`src/rtl/rx_regfile_dump.sv`:
```
// rx_regfile_dump
//   Receives the 128-byte register-file dump sent after each executed
//   instruction over an 8N1 UART. Rebuilds it as 32 little-endian words,
//   register 0 first, and strobes each word out as soon as it is complete.
//
// Ports
//   clk12       in   system clock; all logic on posedge
//   rstn        in   synchronous active-low reset
//   rx          in   UART serial input, idle high, asynchronous to clk12
//   word_valid  out  one-cycle strobe: word_addr/word_data hold a new word
//   word_addr   out  [4:0]  register index of the completed word
//   word_data   out  [31:0] completed word, lane 0 = first byte received
//   dump_done   out  one-cycle strobe together with word_valid for word 31
//   frame_err   out  one-cycle strobe when a stop bit is sampled low
//   timeout     out  one-cycle strobe when a partial dump is abandoned
//   busy        out  dump in progress or a confirmed byte being received
module rx_regfile_dump #(
  parameter int CLKS_PER_BIT = 104,
  parameter int TIMEOUT_BITS = 20
) (
  input  logic        clk12,
  input  logic        rstn,
  input  logic        rx,
  output logic        word_valid,
  output logic [4:0]  word_addr,
  output logic [31:0] word_data,
  output logic        dump_done,
  output logic        frame_err,
  output logic        timeout,
  output logic        busy
);

  localparam int DIV_W    = $clog2(CLKS_PER_BIT);
  localparam int TO_LIMIT = TIMEOUT_BITS * CLKS_PER_BIT;
  localparam int TO_W     = $clog2(TO_LIMIT);

  // The divider counts down to zero, so loads are one less than the span.
  localparam logic [DIV_W-1:0] HALF_LOAD = DIV_W'(CLKS_PER_BIT / 2 - 1);
  localparam logic [DIV_W-1:0] FULL_LOAD = DIV_W'(CLKS_PER_BIT - 1);
  localparam logic [TO_W-1:0]  TO_LAST   = TO_W'(TO_LIMIT - 1);

  typedef enum logic [1:0] {
    S_IDLE  = 2'd0,
    S_START = 2'd1,
    S_DATA  = 2'd2,
    S_STOP  = 2'd3
  } state_t;

  state_t             state_q, state_d;
  logic               rx_meta_q, srx_q;
  logic [DIV_W-1:0]   div_q, div_d;
  logic [2:0]         bit_idx_q, bit_idx_d;
  logic [7:0]         shift_q, shift_d;
  logic [6:0]         byte_count_q, byte_count_d;
  logic [TO_W-1:0]    to_cnt_q, to_cnt_d;
  // Only lanes 0..2 are buffered; lane 3 goes straight from the shifter.
  logic [23:0]        word_buf_q, word_buf_d;
  logic               word_valid_q, word_valid_d;
  logic [4:0]         word_addr_q, word_addr_d;
  logic [31:0]        word_data_q, word_data_d;
  logic               dump_done_q, dump_done_d;
  logic               frame_err_q, frame_err_d;
  logic               timeout_q, timeout_d;

  logic sample_tick;
  logic byte_accept;

  assign sample_tick = (div_q == '0);
  assign byte_accept = (state_q == S_STOP) && sample_tick && srx_q;

  // Lane write-enable per buffered byte position.
  genvar gi;
  generate
    for (gi = 0; gi < 3; gi++) begin : g_lane
      assign word_buf_d[8*gi +: 8] =
        (byte_accept && (byte_count_q[1:0] == 2'(gi))) ? shift_q
                                                       : word_buf_q[8*gi +: 8];
    end
  endgenerate

  // State register (includes the rx synchroniser).
  always_ff @(posedge clk12) begin
    if (!rstn) begin
      rx_meta_q    <= 1'b1;
      srx_q        <= 1'b1;
      state_q      <= S_IDLE;
      div_q        <= '0;
      bit_idx_q    <= '0;
      shift_q      <= '0;
      byte_count_q <= '0;
      to_cnt_q     <= '0;
      word_buf_q   <= '0;
      word_valid_q <= 1'b0;
      word_addr_q  <= '0;
      word_data_q  <= '0;
      dump_done_q  <= 1'b0;
      frame_err_q  <= 1'b0;
      timeout_q    <= 1'b0;
    end else begin
      rx_meta_q    <= rx;
      srx_q        <= rx_meta_q;
      state_q      <= state_d;
      div_q        <= div_d;
      bit_idx_q    <= bit_idx_d;
      shift_q      <= shift_d;
      byte_count_q <= byte_count_d;
      to_cnt_q     <= to_cnt_d;
      word_buf_q   <= word_buf_d;
      word_valid_q <= word_valid_d;
      word_addr_q  <= word_addr_d;
      word_data_q  <= word_data_d;
      dump_done_q  <= dump_done_d;
      frame_err_q  <= frame_err_d;
      timeout_q    <= timeout_d;
    end
  end

  // Next-state logic: bit FSM, byte assembly and idle timeout.
  always_comb begin
    state_d      = state_q;
    div_d        = div_q;
    bit_idx_d    = bit_idx_q;
    shift_d      = shift_q;
    byte_count_d = byte_count_q;
    to_cnt_d     = to_cnt_q;
    word_valid_d = 1'b0;
    word_addr_d  = word_addr_q;
    word_data_d  = word_data_q;
    dump_done_d  = 1'b0;
    frame_err_d  = 1'b0;
    timeout_d    = 1'b0;

    case (state_q)
      S_IDLE: begin
        if (!srx_q) begin
          state_d = S_START;
          div_d   = HALF_LOAD;
        end
      end
      S_START: begin
        if (sample_tick) begin
          if (!srx_q) begin
            state_d   = S_DATA;
            bit_idx_d = '0;
            div_d     = FULL_LOAD;
          end else begin
            // Start bit gone by mid-bit: treat as a glitch, silently.
            state_d = S_IDLE;
          end
        end else begin
          div_d = div_q - DIV_W'(1);
        end
      end
      S_DATA: begin
        if (sample_tick) begin
          shift_d = {srx_q, shift_q[7:1]};
          div_d   = FULL_LOAD;
          if (bit_idx_q == 3'd7) begin
            state_d = S_STOP;
          end else begin
            bit_idx_d = bit_idx_q + 3'd1;
          end
        end else begin
          div_d = div_q - DIV_W'(1);
        end
      end
      S_STOP: begin
        if (sample_tick) begin
          state_d = S_IDLE;
          if (srx_q) begin
            byte_count_d = byte_count_q + 7'd1;
            if (byte_count_q[1:0] == 2'd3) begin
              word_valid_d = 1'b1;
              word_addr_d  = byte_count_q[6:2];
              word_data_d  = {shift_q, word_buf_q};
              dump_done_d  = &byte_count_q;
            end
          end else begin
            frame_err_d  = 1'b1;
            byte_count_d = '0;
          end
        end else begin
          div_d = div_q - DIV_W'(1);
        end
      end
      default: state_d = S_IDLE;
    endcase

    // Idle timer only runs between bytes of a partial dump. Its expiry
    // overrides the byte_count update; a start bit seen in the same cycle
    // still moves the FSM on, so that byte becomes byte 0 of a new dump.
    if ((state_q == S_IDLE) && (byte_count_q != '0)) begin
      if (to_cnt_q == TO_LAST) begin
        timeout_d    = 1'b1;
        byte_count_d = '0;
        to_cnt_d     = '0;
      end else if (!srx_q) begin
        to_cnt_d = '0;
      end else begin
        to_cnt_d = to_cnt_q + TO_W'(1);
      end
    end else begin
      to_cnt_d = '0;
    end
  end

  // Outputs. busy ignores the unconfirmed START phase so a rejected
  // glitch never shows up as activity.
  always_comb begin
    word_valid = word_valid_q;
    word_addr  = word_addr_q;
    word_data  = word_data_q;
    dump_done  = dump_done_q;
    frame_err  = frame_err_q;
    timeout    = timeout_q;
    busy       = (byte_count_q != '0) || (state_q == S_DATA) ||
                 (state_q == S_STOP);
  end

endmodule

```
`config.mk`:
```
export PLATFORM = sky130hd
export DESIGN_NAME = rx_regfile_dump
export DESIGN_NICKNAME = d
export VERILOG_FILES = /design/src/rtl/rx_regfile_dump.sv
export SDC_FILE = /design/constraint.sdc
export NUM_CORES = 1
export LEC_CHECK = 0
export BUFFER_PORTS_ARGS = -buffer_cell sky130_fd_sc_hd__buf_4
export CORE_MARGIN = 2
export CORE_UTILIZATION = 35
export DETAILED_ROUTE_END_ITERATION = 6
export HOLD_SLACK_MARGIN = 0.06
export PLACE_DENSITY = 0.62
export SYNTH_ARGS = -nofsm -noshare
export SYNTH_HDL_FRONTEND = slang
export SYNTH_SLANG_ARGS = --single-unit
```
`constraint.sdc`:
```
create_clock -name clk12 -period 2 [get_ports clk12]
set_clock_uncertainty 0.1 [all_clocks]
set_input_delay 0.3 -clock clk12 [delete_from_list [all_inputs] [get_ports clk12]]
set_output_delay 0.3 -clock clk12 [all_outputs]
set_load 0.03 [all_outputs]
```
==> impl_metrics.ini, run 1 <==
[power_and_ir_drop]
switchingPower_mw = 1.33
clockPowerShare_pct = 37.9
p_sw_share_pct = 27.3
p_comb_share_pct = 17.3
p_per_area_mw_per_mm2 = 864
seq_power_share_pct = 44.8
p_leak_nw = 2.29
peakVddDrop_v = 0.000348
p_int_mw = 3.53

[logic_synthesis]
synth_top_area_share_pct = 48.3
async_reset_ff_share_pct = 0
synth-simple-area-share_pct = 22.2
yosysWarnings = 0
synth-compound-area-share_pct = 12.1
synth_xor_area_share_pct = 1.99
syn-cell-area_mm2 = 0.00440
synth_top_family_by_area = simple AND/OR/NAND/NOR gates
syn_area_per_cell_um2 = 8.71
synth_enable_flop_cells = 0
syn_inst = 505
ys_ff_latch = 106
ys_seq_area_share_pct = 48.3
ys_top_cells_by_area = dfxtp_1 48%, nand2_1 7.8%, mux2i_1 7.5%
synthAdderAreaFrac_pct = 3.98
synth_cell_types = 54
yosysTopAreaCell = dfxtp_1
synth_mux_area_share_pct = 7.51
synth_nets = 522
ys.flop_type = dfxtp_1

[sta]
min_period_ns = 2.06
hold_viol = 0
slew_viol_final = 0
fin_ws_ns = -0.0592
fin_crit_sh_pct = 103
tightest_slew_ns = 0.360
hold_slack_ns = 0.107
setup_viol = 1
max-slew-margin-rel_pct = 75.7
rsz0062_at_grt = yes
max_freq_ghz = 0.486

[clock_tree]
cts_tree = done
numCtsBuffers = 9
clockBufferDepth = 2
htreeDepth = 3
cts.sinks = 106
clk_pin_slew_ns = 0.07
cts_root_buf = clkbuf_16
clock_latency_ns = 0.35

[layout]
most-common-layout-cells = 98 x dfxtp_1, 90 x nand2_1, 71 x buf_4
areaGrowthSynthToFinish_pct = 28.0
antennaDiodeCount = 0
layout.cells.non_filler = 746
layout_commonest_cell = dfxtp_1
nNetsFinal = 590
design_area_mm2 = 0.00563
fin_util_pct = 46.3
drive_gt1_share_pct = 23.7
multi_input_comb_area_mm2 = 0.00220
fillers = 1157
ff_latch_area_mm2 = 0.00213

[die]
rows = 40
die_height_um = 116
die_area_mm2 = 0.0135
fp.dieW_um = 116
core_mm2 = 0.0122
initial_utilization_pct = 36.2
io_pins = 45

[setup_path]
critical_path_required_ns = 2.18
crit_type = reg2reg
start_kind = flip-flop
crit_path_end_kind = flip-flop
cp.arrival_ns = 2.24
worstPathMaxFanout = 4

[routing]
firstDrtPassIters = 4
drt-initial-drc-count = 225
post_drt_wl_per_cell_um = 14.0
viasPerCell = 5.02
via_count = 3745
post-route-drc-count = 0
drt-total-wl_mm = 10.4
drtAntennaViolNets = 0

[outcome]
outcome = finished with violations
failed_checks = negative setup slack

[place]
gp_congestion = 0.868
port_buffers = 44
post-dp-hpwl_mm = 6.81
placed_area_mm2 = 0.00512
pre_cts_ws_ns = -0.122
dp.cells = 724

[global_route]
antenna_found_initial = 0
grt_max_degree = 82
grt_pass1_vias = 3621
overflow = 0
grt_first_pass_wirelength_mm = 17.1
grt_usage_pct = 15.8

[job]
cap_violations = 0

[hold_path]
hold_class = in2reg
-- path summary, 6_finish.rpt --
| check | start | to | slack (ns) | depth (start not counted) |
|---|---|---|---|---|
| max reg2reg | bit_idx_q[0] | bit_idx_q[0] | -0.06 | 6 |
| min | rstn | rx_meta_q | 0.11 | 2 |
| min reg2reg | rx_meta_q | srx_q | 0.32 | 1 |
| max | bit_idx_q[0] | bit_idx_q[0] | -0.06 | 6 |
-- logic make-up (layout without fill, tap and decap cells) --
family	after synthesis	after routing
AOI/OAI and AO/OA	88	88
xor gates and xnor gates	10	10
adders and majority gates	14	14
DFF	106	106
and+or+nand+nor	215	215
muxes	33	33
buffers and inverters	39	112
-- what timing repair did --
action / CTS / global route
setup endpoints to repair: 4 / 45
hold buffers: 1 / 0
gates cloned: 0 / 2
resized for setup: 10 / 24
pin swaps: 1 / 2
hold endpoints to repair: 1 / 0
setup buffers: 2 / 2
-- state kept, by name (all words and copies together) (netlist names), named ones only --
signal / flops
div_q: 7
word_valid: 1
state_q: 1
byte_count_q: 7
bit_idx_q: 3
to_cnt_q: 12
rx_meta_q: 1
shift_q: 8
word_buf_q: 24
timeout: 1
word_data: 32
word_addr: 5
srx_q: 1
dump_done: 1
frame_err: 1
-- synth_stat cells, types with 3 or more instances --
master      n
inv_1      12
nand2_1    91
nand4_1     7
ha_1       14
buf_2       5
dfxtp_1   106
or3_1       6
a31oi_1     6
nor3_1      8
clkbuf_1   17
mux2i_1    33
and3_1      4
a21oi_1    53
nand3_1    16
nor4_1      3
o21ai_0     6
nand2b_1    3
nor2_1     59
a211oi_1    3
xnor2_1     7
xor2_1      3
-- stage by stage --
step | power [mW] | TNS, ns
final | 4.86 | -0.0592
after floorplan | 2.67 | -0.0287
after detailed placement | 2.92 | -0.204
after global placement | 2.91 | -0.0346
after CTS | 4.78 | -0.0885
after global routing | 5.08 | -0.157
-- area by class of cell --
type | instances | area share, %
Sequential cell | 106 | 37.9
Clock buffer | 9 | 4.00
Inverter | 13 | 0.867
Multi-Input combinational cell | 360 | 39.1
Clock inverter | 7 | 1.58
Timing Repair Buffer | 83 | 12.8
Tap cell | 168 | 3.73
-- critical path, cell delays in order, from the launching register on --
cell	delay (ns)
dfxtp_2	0.34
ha_4	0.16
ha_4	0.15
a22o_1	0.18
or4_4	0.56
or3b_4	0.40
a21oi_2	0.11
-- metal layers --
layer	GRT usage [%]	share of wire [%]
met5	0	0
met2	24.6	45
met4	5.56	1.6
met3	3.50	4.2
met1	21.6	49
-- power groups by stage --
stage               sequential [mW]  clock (mW)  combinational, mW
global route                   2.19        1.98              0.911
CTS                            2.18        1.89              0.718
global placement               2.22           0              0.694
detailed placement             2.22           0              0.698
floorplan                      2.22           0              0.452
finish                         2.18        1.84              0.842
(Power assumes the default switching activity.)
==> run 2, diff against run 1 <==
==> constraint.sdc (replaced) <==
create_clock -name clk12 -period 2 [get_ports clk12]
set_clock_uncertainty 0.1 [all_clocks]
set_input_delay 0.1 -clock clk12 [delete_from_list [all_inputs] [get_ports clk12]]
set_output_delay 0.1 -clock clk12 [all_outputs]
set_load 0.03 [all_outputs]
==> impl_metrics.ini, run 2 (synthesized netlist as in run 1, its figures left out) <==
[outcome]
outcome = finished with violations
failed_checks = negative setup slack

[sta]
fin_crit_sh_pct = 101
rsz0062_at_grt = yes
tightest_slew_ns = 0.453
min_period_ns = 2.03
max_freq_ghz = 0.493
max-slew-margin-rel_pct = 69.5
setup_viol = 1
fin_ws_ns = -0.0268
hold_viol = 0
hold_slack_ns = 0.326
slew_viol_final = 0

[clock_tree]
clockBufferDepth = 2
numCtsBuffers = 9
clk_pin_slew_ns = 0.07
clock_latency_ns = 0.35
cts.sinks = 106
cts_root_buf = clkbuf_16
cts_tree = done
htreeDepth = 3

[place]
post-dp-hpwl_mm = 6.67
dp.cells = 721
port_buffers = 44
pre_cts_ws_ns = -0.0700
gp_congestion = 0.861

[power_and_ir_drop]
switchingPower_mw = 1.26
p_int_mw = 3.63
clockPowerShare_pct = 40.2
p_leak_nw = 2.27
power_mw = 4.90
peakVddDrop_v = 0.000426
p_sw_share_pct = 25.8
p_per_area_mw_per_mm2 = 885
seq_power_share_pct = 44.4
p_comb_share_pct = 15.4

[setup_path]
crit_chain = ha_4, ha_4, a22o_1, or4_4, or3b_4, a21oi_2
cp.arrival_ns = 2.20
crit_top_cell = ha_4
critical_path_required_ns = 2.18
crit_path_top_delay_cell = or4_4
crit_path_end_kind = flip-flop
worstPathMaxFanout = 4
start_kind = flip-flop
crit_type = reg2reg
critical_path.max_stage_delay_ns = 0.55

[die]
die_area_mm2 = 0.0135
die_height_um = 116
initial_utilization_pct = 36.2
core_mm2 = 0.0122
io_pins = 45
fp.dieW_um = 116
rows = 40

[global_route]
grt_usage_pct = 15.0
overflow = 0
grt_first_pass_wirelength_mm = 16.2
grt_pass1_vias = 3461
antenna_found_initial = 0
grt_max_degree = 82

[hold_path]
hold_class = reg2reg

[layout]
antennaDiodeCount = 0
multi_input_comb_area_mm2 = 0.00216
most-common-layout-cells = 99 x dfxtp_1, 91 x nand2_1, 74 x buf_4
fillers = 1174
nNetsFinal = 587
layout_commonest_cell = dfxtp_1
layout.cells.non_filler = 743
areaGrowthSynthToFinish_pct = 25.9
largest_reg_flops = 32
drive_gt1_share_pct = 21.6
ff_latch_area_mm2 = 0.00213
fin_util_pct = 45.5

[routing]
drt-total-wl_mm = 9.70
post-route-drc-count = 0
viasPerCell = 4.96
drt-initial-drc-count = 257
via_count = 3688
firstDrtPassIters = 4
drtAntennaViolNets = 0
post_drt_wl_per_cell_um = 13.1

[job]
cap_violations = 0
run 2: cell types whose count changed in the layout (fill, tap and decap cells not counted), sizes merged:
cell / before / now
clkinv: 4 / 1
buf: 80 / 77
dlygate4sd3: 1 / 3
inv: 15 / 16
clkbuf: 11 / 10
bufinv: 1 / 2
run 2: critical path, delay by kind of cell (launching register included):
kind	cells	cell delay, ns
simple gates	2	0.94
flops	1	0.34
compound gates	2	0.28
fa+ha+maj	2	0.31
run 2: per-layer routing:
layer / up-vias / share of wire [%] / global-route usage, %
met1: 1755 / 49 / 20.2
met4: 0 / 1.9 / 6.51
met3: 15 / 3.3 / 2.67
met2: 55 / 45 / 23.6
li1: 1863 / - / -
met5: - / 0 / 0
run 2: path summary, 6_finish.rpt:
path / endpoint / from / slack [ns] / cells after the start
setup / recovery: bit_idx_q[0] / bit_idx_q[0] / -0.03 / 6
hold / removal: srx_q / rx_meta_q / 0.33 / 1
setup reg to reg: bit_idx_q[0] / bit_idx_q[0] / -0.03 / 6
hold reg to reg: srx_q / rx_meta_q / 0.33 / 1
run 2: final cells by class:
class / count / share of cell area (%)
inverters: 13 / 0.882
well taps: 168 / 3.80
flip-flops and latches: 106 / 38.5
repair buffers: 80 / 11.7
multi-input cells: 360 / 39.1
clock buffers: 10 / 4.32
clock inverters: 6 / 1.70
run 2: what timing repair did:
item / in CTS / in global routing
setup endpoints to repair: 3 / 18
pin swaps: 0 / 1
hold buffers: 3 / 0
gates resized for setup: 1 / 16
hold endpoints to repair: 7 / 0
buffers inserted: 1 / 2
run 2: power groups by stage:
| stage | sequential (mW) | combinational (mW) | clock [mW] |
|---|---|---|---|
| after global placement | 2.22 | 0.689 | 0 |
| after floorplan | 2.22 | 0.452 | 0 |
| final | 2.17 | 0.755 | 1.97 |
| after global routing | 2.18 | 0.834 | 2.08 |
| after CTS | 2.17 | 0.710 | 2.00 |
| after detailed placement | 2.22 | 0.699 | 0 |
run 2: metrics by stage:
stage | area (um^2) | TNS (ns)
floorplan | 4420 | -0.0287
global placement | 5090 | -0.0269
detailed placement | 5090 | -0.153
CTS | 5470 | -0.162
global route | 5530 | -0.196
finish | 5530 | -0.0268
==> run 3, diff against run 2 <==
CORE_ASPECT_RATIO = 1.4   (was unset)
==> impl_metrics.ini, run 3 (synthesized netlist as in run 1, its figures left out) <==
[die]
initial_utilization_pct = 35.7
die_area_mm2 = 0.0135
rows = 48
fp.dieW_um = 98.7
core_mm2 = 0.0123
io_pins = 45
die_height_um = 137

[sta]
hold_slack_ns = 0.316
min_period_ns = 2.09
tightest_slew_ns = 0.493
slew_viol_final = 0
fin_ws_ns = -0.0869
fin_crit_sh_pct = 104
setup_viol = 3
rsz0062_at_grt = yes
max_freq_ghz = 0.479
max-slew-margin-rel_pct = 67.1
hold_viol = 0

[setup_path]
critical_path.max_stage_delay_ns = 0.54
critPathTopFamily = simple AND/OR/NAND/NOR gates
start_kind = flip-flop
crit_chain = ha_1, ha_2, a22o_1, or4_4, or3b_1, a21oi_2
regToRegSetupSlack_ns = -0.09
critical_path_required_ns = 2.18
cp.arrival_ns = 2.27
r2r-end = bit_idx_q[0]
r2r-start = bit_idx_q[0]
cp.buffers_inverters = 0
worstPathMaxFanout = 4
r2r_cells = 6
crit_path_top_delay_cell = or4_4
crit_type = reg2reg
crit_path_end_kind = flip-flop

[routing]
via_count = 3715
firstDrtPassIters = 4
drt-total-wl_mm = 9.76
drtAntennaViolNets = 0
drt-initial-drc-count = 207
post-route-drc-count = 0
viasPerCell = 5.10
post_drt_wl_per_cell_um = 13.4

[power_and_ir_drop]
peakVddDrop_v = 0.000378
p_per_area_mw_per_mm2 = 850
p_leak_nw = 2.25

[layout]
drive_gt1_share_pct = 20.9
largest_reg_flops = 32
most-common-layout-cells = 103 x dfxtp_1, 91 x nand2_1, 76 x buf_4
fillers = 1187
nNetsFinal = 591
antennaDiodeCount = 0
areaGrowthSynthToFinish_pct = 24.1
fin_util_pct = 44.3
layout_commonest_cell = dfxtp_1

[global_route]
grt_usage_pct = 14.5
grt_first_pass_wirelength_mm = 16.2
grt_pass1_vias = 3533
antenna_found_initial = 0
grt_max_degree = 47
overflow = 0

[job]
cap_violations = 0

[place]
post-dp-hpwl_mm = 6.94
gp_congestion = 0.839
port_buffers = 44

[hold_path]
hold_depth = 1
hold_class = reg2reg
hold_end = srx_q
holdCritStartpoint = rx_meta_q

[clock_tree]
cts.sinks = 106
numCtsBuffers = 9
cts_root_buf = clkbuf_16
cts_tree = done
clk_pin_slew_ns = 0.07
clockBufferDepth = 2
htreeDepth = 3
clock_latency_ns = 0.35

[outcome]
failed_checks = negative setup slack
outcome = finished with violations
run 3: stage by stage:
stage          setup WS, ns  cells  TNS (ns)  cell area, um^2  power (mW)
2_1_floorplan       -0.0287    505   -0.0287             4420        2.67
5_1_grt              -0.144    729    -0.353             5460        4.84
3_5_place_dp        -0.0624    708   -0.0693             5080        2.95
3_3_place_gp        -0.0258    708   -0.0258             5080        2.94
4_1_cts             -0.0974    727    -0.146             5390        4.61
6_report            -0.0869    729    -0.126             5460        4.64
run 3: worst max-delay path by stage:
| stage | cells past startpoint | slack [ns] | start | to |
|---|---|---|---|---|
| final | 6 | -0.09 | bit_idx_q[0] | bit_idx_q[0] |
| after global routing | 6 | -0.14 | bit_idx_q[0] | bit_idx_q[0] |
| after CTS | 6 | -0.1 | bit_idx_q[0] | bit_idx_q[0] |
| after detailed placement | 6 | -0.06 | bit_idx_q[0] | bit_idx_q[0] |
| after global placement | 6 | -0.03 | bit_idx_q[0] | bit_idx_q[0] |
| after floorplan | 6 | -0.03 | state_q[0] | bit_idx_q[0] |
run 3: final cells by class:
cell class	instances	area (um^2)	share of cell area (%)
clock buffer	10	229	4.20
clock inverter	6	51.3	0.940
inverter	13	48.8	0.894
multi-input combinational	360	2140	39.2
sequential	106	2130	39.0
tap	150	188	3.44
timing repair buffer	84	674	12.4
run 3: report_power, final:
| part | total [mW] | internal (mW) | switching (mW) |
|---|---|---|---|
| combinational | 0.804 | 0.382 | 0.422 |
| sequential | 2.17 | 2.14 | 0.0245 |
| clock | 1.67 | 0.860 | 0.805 |
| total | 4.64 | 3.39 | 1.25 |
run 3: worst reg2reg max path: stages, from the launching register on:
cell     delay [ns]
dfxtp_1        0.32
ha_1           0.20
ha_2           0.18
a22o_1         0.18
or4_4          0.54
or3b_1         0.38
a21oi_2        0.13
run 3: repair_timing:
action                                 4_1_cts  5_1_grt
endpoints found under the hold margin        7        0
hold buffers                                 3        0
setup buffers                                0        2
setup endpoints to repair                    3       52
resized for setup                            0       15
run 3: per-layer routing:
| layer | global-route usage, % | wire length [um] | up-vias |
|---|---|---|---|
| met5 | 0 | 0 | - |
| met4 | 5.71 | 149 | 0 |
| met3 | 2.91 | 377 | 12 |
| met2 | 26.3 | 5080 | 76 |
| met1 | 16.6 | 4150 | 1749 |
| li1 | - | - | 1878 |
